==> config.mk <==
export PLATFORM = sky130hd
export DESIGN_NAME = multicycle_controller
export DESIGN_NICKNAME = d
export VERILOG_FILES = /design/src/rtl/mips_ctrl_pkg.sv /design/src/rtl/alu_decoder.sv /design/src/rtl/multicycle_controller.sv
export SDC_FILE = /design/constraint.sdc
export NUM_CORES = 1
export LEC_CHECK = 0
export CORE_UTILIZATION = 36
export DETAILED_ROUTE_END_ITERATION = 12
export PLACE_DENSITY = 0.78
export SYNTH_ARGS = -nofsm -noshare
export SYNTH_HDL_FRONTEND = slang
export SYNTH_SLANG_ARGS = --single-unit
export TNS_END_PERCENT = 20
==> constraint.sdc <==
create_clock -name clk -period 1.93 [get_ports clk]
set_input_delay 0.2895 -clock clk [delete_from_list [all_inputs] [get_ports clk]]
set_output_delay 0.2895 -clock clk [all_outputs]
set_load 0.01 [all_outputs]
==> src/rtl/mips_ctrl_pkg.sv <==
// Shared types and constants for the multicycle MIPS control unit.
package mips_ctrl_pkg;

    // FSM state encoding; values 12..15 are unused and recover to FETCH.
    typedef enum logic [3:0] {
        S_FETCH   = 4'd0,
        S_DECODE  = 4'd1,
        S_MEMADR  = 4'd2,
        S_MEMRD   = 4'd3,
        S_MEMWB   = 4'd4,
        S_MEMWR   = 4'd5,
        S_EXECUTE = 4'd6,
        S_ALUWB   = 4'd7,
        S_BRANCH  = 4'd8,
        S_ADDIEX  = 4'd9,
        S_ADDIWB  = 4'd10,
        S_JUMP    = 4'd11
    } state_t;

    // Opcodes (IR[31:26]).
    localparam logic [5:0] OP_RTYPE = 6'b000000;
    localparam logic [5:0] OP_LW    = 6'b100011;
    localparam logic [5:0] OP_SW    = 6'b101011;
    localparam logic [5:0] OP_BEQ   = 6'b000100;
    localparam logic [5:0] OP_ADDI  = 6'b001000;
    localparam logic [5:0] OP_J     = 6'b000010;

    // R-type function codes (IR[5:0]).
    localparam logic [5:0] FUNCT_ADD = 6'b100000;
    localparam logic [5:0] FUNCT_SUB = 6'b100010;
    localparam logic [5:0] FUNCT_AND = 6'b100100;
    localparam logic [5:0] FUNCT_OR  = 6'b100101;
    localparam logic [5:0] FUNCT_SLT = 6'b101010;

    // ALU control codes driven to the datapath.
    localparam logic [2:0] ALU_ADD = 3'b010;
    localparam logic [2:0] ALU_SUB = 3'b110;
    localparam logic [2:0] ALU_AND = 3'b000;
    localparam logic [2:0] ALU_OR  = 3'b001;
    localparam logic [2:0] ALU_SLT = 3'b111;

    // ALU operation class chosen by the FSM, refined by the ALU decoder.
    localparam logic [1:0] ALU_OP_ADD   = 2'b00;
    localparam logic [1:0] ALU_OP_SUB   = 2'b01;
    localparam logic [1:0] ALU_OP_FUNCT = 2'b10;

    // Per-state control bundle. alu_en gates alu_control so states that
    // do not use the ALU present 000 rather than a stale add code.
    typedef struct packed {
        logic       pc_write;
        logic       branch;
        logic       iord;
        logic       mem_write;
        logic       ir_write;
        logic       reg_dst;
        logic       mem_to_reg;
        logic       reg_write;
        logic       alu_src_a;
        logic [1:0] alu_src_b;
        logic       alu_en;
        logic [1:0] alu_op;
        logic [1:0] pc_src;
    } ctrl_sig_t;

endpackage

==> src/rtl/alu_decoder.sv <==
// Maps the FSM's ALU operation class plus the R-type funct field onto the
// 3-bit ALU control code. Unknown funct values fall back to add and are
// flagged so the FSM can report them.
module alu_decoder
    import mips_ctrl_pkg::*;
(
    input  logic [1:0] alu_op,
    input  logic [5:0] funct,
    output logic [2:0] alu_control,
    output logic       funct_illegal
);

    logic [2:0] funct_ctl;

    // Decode funct independently of alu_op so the illegal flag is usable in DECODE.
    always_comb begin
        funct_ctl     = ALU_ADD;
        funct_illegal = 1'b0;
        case (funct)
            FUNCT_ADD: funct_ctl = ALU_ADD;
            FUNCT_SUB: funct_ctl = ALU_SUB;
            FUNCT_AND: funct_ctl = ALU_AND;
            FUNCT_OR:  funct_ctl = ALU_OR;
            FUNCT_SLT: funct_ctl = ALU_SLT;
            default:   funct_illegal = 1'b1;
        endcase
    end

    // Select the final ALU code from the operation class.
    always_comb begin
        alu_control = ALU_ADD;
        case (alu_op)
            ALU_OP_ADD:   alu_control = ALU_ADD;
            ALU_OP_SUB:   alu_control = ALU_SUB;
            ALU_OP_FUNCT: alu_control = funct_ctl;
            default:      alu_control = ALU_ADD;
        endcase
    end

endmodule

==> src/rtl/multicycle_controller.sv <==
// Moore FSM control unit for the multicycle MIPS datapath. Each instruction
// walks FETCH -> DECODE -> execute/writeback states; every datapath enable
// and select is a function of the current state, except alu_control (funct
// in EXECUTE) and pc_en (zero flag in BRANCH). Reset forces all outputs low.
module multicycle_controller
    import mips_ctrl_pkg::*;
#(
    parameter bit SUPPORT_ADDI = 1'b1,
    parameter bit SUPPORT_J    = 1'b1
) (
    input  logic       clk,
    input  logic       reset,
    input  logic [5:0] op,
    input  logic [5:0] funct,
    input  logic       zero,
    output logic       pc_en,
    output logic       iord,
    output logic       mem_write,
    output logic       ir_write,
    output logic       reg_dst,
    output logic       mem_to_reg,
    output logic       reg_write,
    output logic       alu_src_a,
    output logic [1:0] alu_src_b,
    output logic [2:0] alu_control,
    output logic [1:0] pc_src,
    output logic       illegal_op,
    output logic [3:0] state_o
);

    state_t    state;
    state_t    state_next;
    ctrl_sig_t ctrl;
    logic      decode_illegal;
    logic [2:0] dec_alu_control;
    logic      funct_illegal;

    alu_decoder u_alu_decoder (
        .alu_op        (ctrl.alu_op),
        .funct         (funct),
        .alu_control   (dec_alu_control),
        .funct_illegal (funct_illegal)
    );

    // State register; reset restarts at FETCH and abandons any instruction.
    always_ff @(posedge clk) begin
        if (reset) state <= S_FETCH;
        else       state <= state_next;
    end

    // Next-state logic and the DECODE-only illegal opcode/funct flag.
    always_comb begin
        state_next     = S_FETCH;
        decode_illegal = 1'b0;
        case (state)
            S_FETCH:  state_next = S_DECODE;
            S_DECODE: begin
                case (op)
                    OP_LW, OP_SW: state_next = S_MEMADR;
                    OP_RTYPE: begin
                        // Unknown funct still completes as an add so no X escapes.
                        state_next     = S_EXECUTE;
                        decode_illegal = funct_illegal;
                    end
                    OP_BEQ:  state_next = S_BRANCH;
                    OP_ADDI: begin
                        if (SUPPORT_ADDI) state_next = S_ADDIEX;
                        else              decode_illegal = 1'b1;
                    end
                    OP_J: begin
                        if (SUPPORT_J) state_next = S_JUMP;
                        else           decode_illegal = 1'b1;
                    end
                    default: decode_illegal = 1'b1;
                endcase
            end
            S_MEMADR:  state_next = (op == OP_SW) ? S_MEMWR : S_MEMRD;
            S_MEMRD:   state_next = S_MEMWB;
            S_EXECUTE: state_next = S_ALUWB;
            S_ADDIEX:  state_next = S_ADDIWB;
            default:   state_next = S_FETCH;
        endcase
    end

    // Per-state control bundle (Moore outputs before reset gating).
    always_comb begin
        ctrl = '0;
        case (state)
            S_FETCH: begin
                ctrl.ir_write  = 1'b1;
                ctrl.pc_write  = 1'b1;
                ctrl.alu_src_b = 2'b01;
                ctrl.alu_en    = 1'b1;
                ctrl.alu_op    = ALU_OP_ADD;
            end
            S_DECODE: begin
                // Precompute the branch target into ALUOut.
                ctrl.alu_src_b = 2'b11;
                ctrl.alu_en    = 1'b1;
                ctrl.alu_op    = ALU_OP_ADD;
            end
            S_MEMADR, S_ADDIEX: begin
                ctrl.alu_src_a = 1'b1;
                ctrl.alu_src_b = 2'b10;
                ctrl.alu_en    = 1'b1;
                ctrl.alu_op    = ALU_OP_ADD;
            end
            S_MEMRD: ctrl.iord = 1'b1;
            S_MEMWB: begin
                ctrl.reg_write  = 1'b1;
                ctrl.mem_to_reg = 1'b1;
            end
            S_MEMWR: begin
                ctrl.iord      = 1'b1;
                ctrl.mem_write = 1'b1;
            end
            S_EXECUTE: begin
                ctrl.alu_src_a = 1'b1;
                ctrl.alu_src_b = 2'b00;
                ctrl.alu_en    = 1'b1;
                ctrl.alu_op    = ALU_OP_FUNCT;
            end
            S_ALUWB: begin
                ctrl.reg_write = 1'b1;
                ctrl.reg_dst   = 1'b1;
            end
            S_BRANCH: begin
                ctrl.alu_src_a = 1'b1;
                ctrl.alu_en    = 1'b1;
                ctrl.alu_op    = ALU_OP_SUB;
                ctrl.branch    = 1'b1;
                ctrl.pc_src    = 2'b01;
            end
            S_ADDIWB: ctrl.reg_write = 1'b1;
            S_JUMP: begin
                ctrl.pc_write = 1'b1;
                ctrl.pc_src   = 2'b10;
            end
            default: ctrl = '0;
        endcase
    end

    // Drive ports; while reset is high every output is held at zero.
    always_comb begin
        pc_en       = 1'b0;
        iord        = 1'b0;
        mem_write   = 1'b0;
        ir_write    = 1'b0;
        reg_dst     = 1'b0;
        mem_to_reg  = 1'b0;
        reg_write   = 1'b0;
        alu_src_a   = 1'b0;
        alu_src_b   = 2'b00;
        alu_control = 3'b000;
        pc_src      = 2'b00;
        illegal_op  = 1'b0;
        state_o     = 4'd0;
        if (!reset) begin
            pc_en       = ctrl.pc_write | (ctrl.branch & zero);
            iord        = ctrl.iord;
            mem_write   = ctrl.mem_write;
            ir_write    = ctrl.ir_write;
            reg_dst     = ctrl.reg_dst;
            mem_to_reg  = ctrl.mem_to_reg;
            reg_write   = ctrl.reg_write;
            alu_src_a   = ctrl.alu_src_a;
            alu_src_b   = ctrl.alu_src_b;
            alu_control = ctrl.alu_en ? dec_alu_control : 3'b000;
            pc_src      = ctrl.pc_src;
            illegal_op  = decode_illegal;
            state_o     = state;
        end
    end

endmodule

==> summary.md <==
| Metric | Value |
|---|---|
| Status | `finished, violations left` |
| Failing checks | `negative setup slack` |
| Post-synth ARST share | `0%` |
| R2r setup slk | `~0.42 ns` |
| Rows | `15` |
| Syn Std Cell Area | `714 µm²` |
| Mapped Cells | `slightly above 100` |
| Antenna cell count | `0` |
| CTS tree | `yes` |
| Clock Sinks | `4` |
| Vias in the first global route | `923` |
| Detail Route Antenna Nets | `0` |
| Primary flip-flop cell chosen by synthesis mapping | `dfxtp_1` |
| CTS Buf Count | `3` |
| Drc violations | `0` |
| Layout cells sized above 1 | `approximately a third` |
| Worst Hold Class | `flip-flop to flip-flop` |
| H-Tree Level Count | `1` |
| Leakage | `0.533 nW` |
| Min-Delay Endpoint | `state[0]$_SDFF_PP0_` |
| Ys Warns | `0` |
| Critical path class | `flip-flop to primary output` |
| Most frequent cell on the critical path | `nor2_2` |
| Die Width | `46.6 µm` |
| Clk_skew | `0.00534 ns` |
| Post-CTS Hold Fix Bufs | `0` |
| Routed via count | `a little under 1000` |
| Slew Limit Fails | `0` |
| P&R area growth vs syn | `84.6%` |
| Worst-case hold slack | `0.643 ns` |
| Worst Hold Depth | `2` |
| Critical path arrival | `roughly 1.8 ns` |
| Crit-path max cell delay | `about 0.37 ns` |
| Max Fclk | `between 400 and 500 MHz` |
| Starting Density | `between 30 and 40%` |
| Max-Cap Viols | `0` |
| Met1 Resource Use GR | `between 20% and 30%` |
| Place WS | `-0.354 ns` |
| Detailed Place HPWL | `1630 µm` |
| Critical path's top delay family | `simple AND/OR/NAND/NOR gates` |
| Fin crit period | `around 2.1 ns` |
| Core Area | `approximately 1800 µm²` |
| Syn_area_per_cell | `just under 7 µm²` |
| Antenna violations before repair | `0` |
| CTS clk-pin slew, worst paths | `0.04 ns` |
| PwrDens | `269 nW/µm²` |
| Die area | `between 2000 and 2500 µm²` |
| CP Capture Type | `primary output` |
| Reg2reg end | `state[0]$_SDFF_PP0_` |
| WP buf/inv | `1` |
| Deepest clock path buffer count | `2` |
| Register area | `~84 µm²` |
| Number of fill cells in the layout | `approximately 150` |
| Buffers on Ports | `34` |
| Synthesized flop and latch total | `4` |
| Crit start category | `flip-flop` |
| Max reg flops | `4` |
| R2r startpoint | `state[1]$_SDFF_PP0_` |
| Vias per cell | `between 5 and 6` |
| RSZ-0062 raised after global routing | `yes` |
| Multi-input gate area | `~650 µm²` |
| Total GRT Usage | `24.0%` |
| Die height | `46.6 µm` |
| Most flops, register | `state` |
| Final WS setup | `-0.131 ns` |
| Crit-path cells | `nand2b_4 > or3_4 > ha_4 > nand4bb_1 > nor2_2 > nor2_2 > a31oi_1 > buf_2` |
| IO Pins | `35` |
| Post-synth top area share | `approximately 11%` |
| Layout Nets | `roughly 180` |
| Pre-Repair DR Iteration Count | `4` |
| Met3 usage | `2.75%` |
| Setup violators final | `7` |
| Busiest grt layer | `met2` |
| Worst EP required | `1.64 ns` |
| Drt first-iter violations | `33` |
| R2r worst-path depth | `6` |
| Slowest-stage cell, CP | `or3_4` |
| Worst-Margin Slew | `0.358 ns` |
| Max IR drop VDD | `approximately 0.23 mV` |
| Post-synthesis sequential area ratio | `11.2%` |
| Clk_lat worst skew | `0.23 ns` |
| Cell taking the most area after synthesis | `dfxtp_1` |
| Post-synth EDFFs | `0` |
| Final core occ | `between 70% and 80%` |
| Period utilization | `107%` |
| Setup TNS Final | `-0.613 ns` |
| Worst Min Path Start | `state[3]$_SDFF_PP0_` |
| DRT Wirelength | `between 2000 and 2500 µm` |
| Setup bufs post-CTS | `0` |
| Overflow after GRT | `0` |
| GPL Wtd Cong | `approximately 0.8` |
| Biggest regs | `state: 4 flops` |
| Top cells by area, synth | `dfxtp_1 11%, nor2b_1 9.6%, nor3_1 7.7%` |
| Count of different cell masters after synthesis | `42` |
| Fin. Hold Viols | `0` |
| First-pass GRT wire length | `3840 µm` |
| Rel. slew slack | `between 70% and 80%` |
| CP Max Fanout | `4` |
| Met2 usage | `roughly 44%` |
| Largest net degree at the start of global routing | `18` |
| Routed len/inst | `around 12 µm` |
| Post-synthesis net count | `121` |
| Clock Tree Root | `clkbuf_4` |
==> tightest hold or removal path: cells and delay by family, from the launching register on <==
kind | cells | cell delay [ns]
DFF | 1 | 0.37
AOI/OAI and AO/OA | 1 | 0.04
buffers and inverters | 1 | 0.17
==> final cells by class <==
class | instances | share of cell area [%]
inverters | 2 | 0.569
well taps | 25 | 2.37
repair buffers | 60 | 39.6
multi-input cells | 89 | 49.4
clock buffers | 3 | 1.71
flip-flops and latches | 4 | 6.36
==> metrics by stage <==
step	total power [mW]	instances	instance area, µm²
final	0.355	183	1320
after global routing	0.380	183	1320
after CTS	0.356	183	1300
after detailed placement	0.250	180	1230
after global placement	0.247	180	1230
after floorplan	0.159	103	714
==> synth_stat cells, drive strengths merged, types with 2 or more instances <==
master / number
nor4: 3
a211oi: 2
dfxtp: 4
nand3: 3
clkbuf: 2
nor2b: 11
xor2: 2
a21oi: 7
nand2: 4
a2111oi: 2
nor2: 10
nand2b: 7
o21ai: 4
ha: 3
inv: 2
a31oi: 3
buf: 6
nor3: 11
==> power breakdown <==
part	switching, mW	leakage [nW]	internal [mW]	total, mW
Clock	0.0328	0.0138	0.0694	0.102
Combinational	0.0678	0.486	0.0940	0.162
Sequential	0.00485	0.0338	0.0864	0.0912
Total	0.105	0.533	0.250	0.355
==> logic make-up after synthesis <==
family / synth area share, %
xor gates and xnor gates: 3.68
and+or+nand+nor: 46.2
adders and majority gates: 5.25
DFF: 11.2
muxes: 2.98
buffers and inverters: 8.23
AOI/OAI and AO/OA: 22.4
==> routing by layer <==
| layer | part of all wire (%) | up-vias |
|---|---|---|
| li1 | - | 481 |
| met1 | 44 | 435 |
| met2 | 51 | 42 |
| met3 | 4.5 | 4 |
| met4 | 1.0 | 0 |
| met5 | 0 | - |
==> cell usage in the layout (no fill, tap or decap), drive strengths merged, types with 4 or more instances in the layout <==
master         instances
buf                   29
clkdlybuf4s50         20
nor3                  11
nor2b                 11
nor2                  10
a21oi                  7
dlygate4sd2            7
nand2b                 7
nand2                  4
clkbuf                 4
dfxtp                  4
o21ai                  4
==> what timing repair did <==
action	4_1_cts	5_1_grt
gates resized for setup	43	9
pin swaps	6	0
endpoints found under the setup margin	17	12
cloned	0	0
==> worst max path at each step <==
stage / startpoint / to / cells past startpoint
2_1_floorplan: state[1]$_SDFF_PP0_ / alu_control[0] / 7
3_3_place_gp: state[2]$_SDFF_PP0_ / alu_control[0] / 7
3_5_place_dp: state[2]$_SDFF_PP0_ / alu_control[0] / 7
4_1_cts: state[2]$_SDFF_PP0_ / alu_control[1] / 8
5_1_grt: state[2]$_SDFF_PP0_ / alu_control[1] / 9
6_report: state[2]$_SDFF_PP0_ / alu_control[1] / 8
Note: power is estimated with default switching activity, not from simulation.
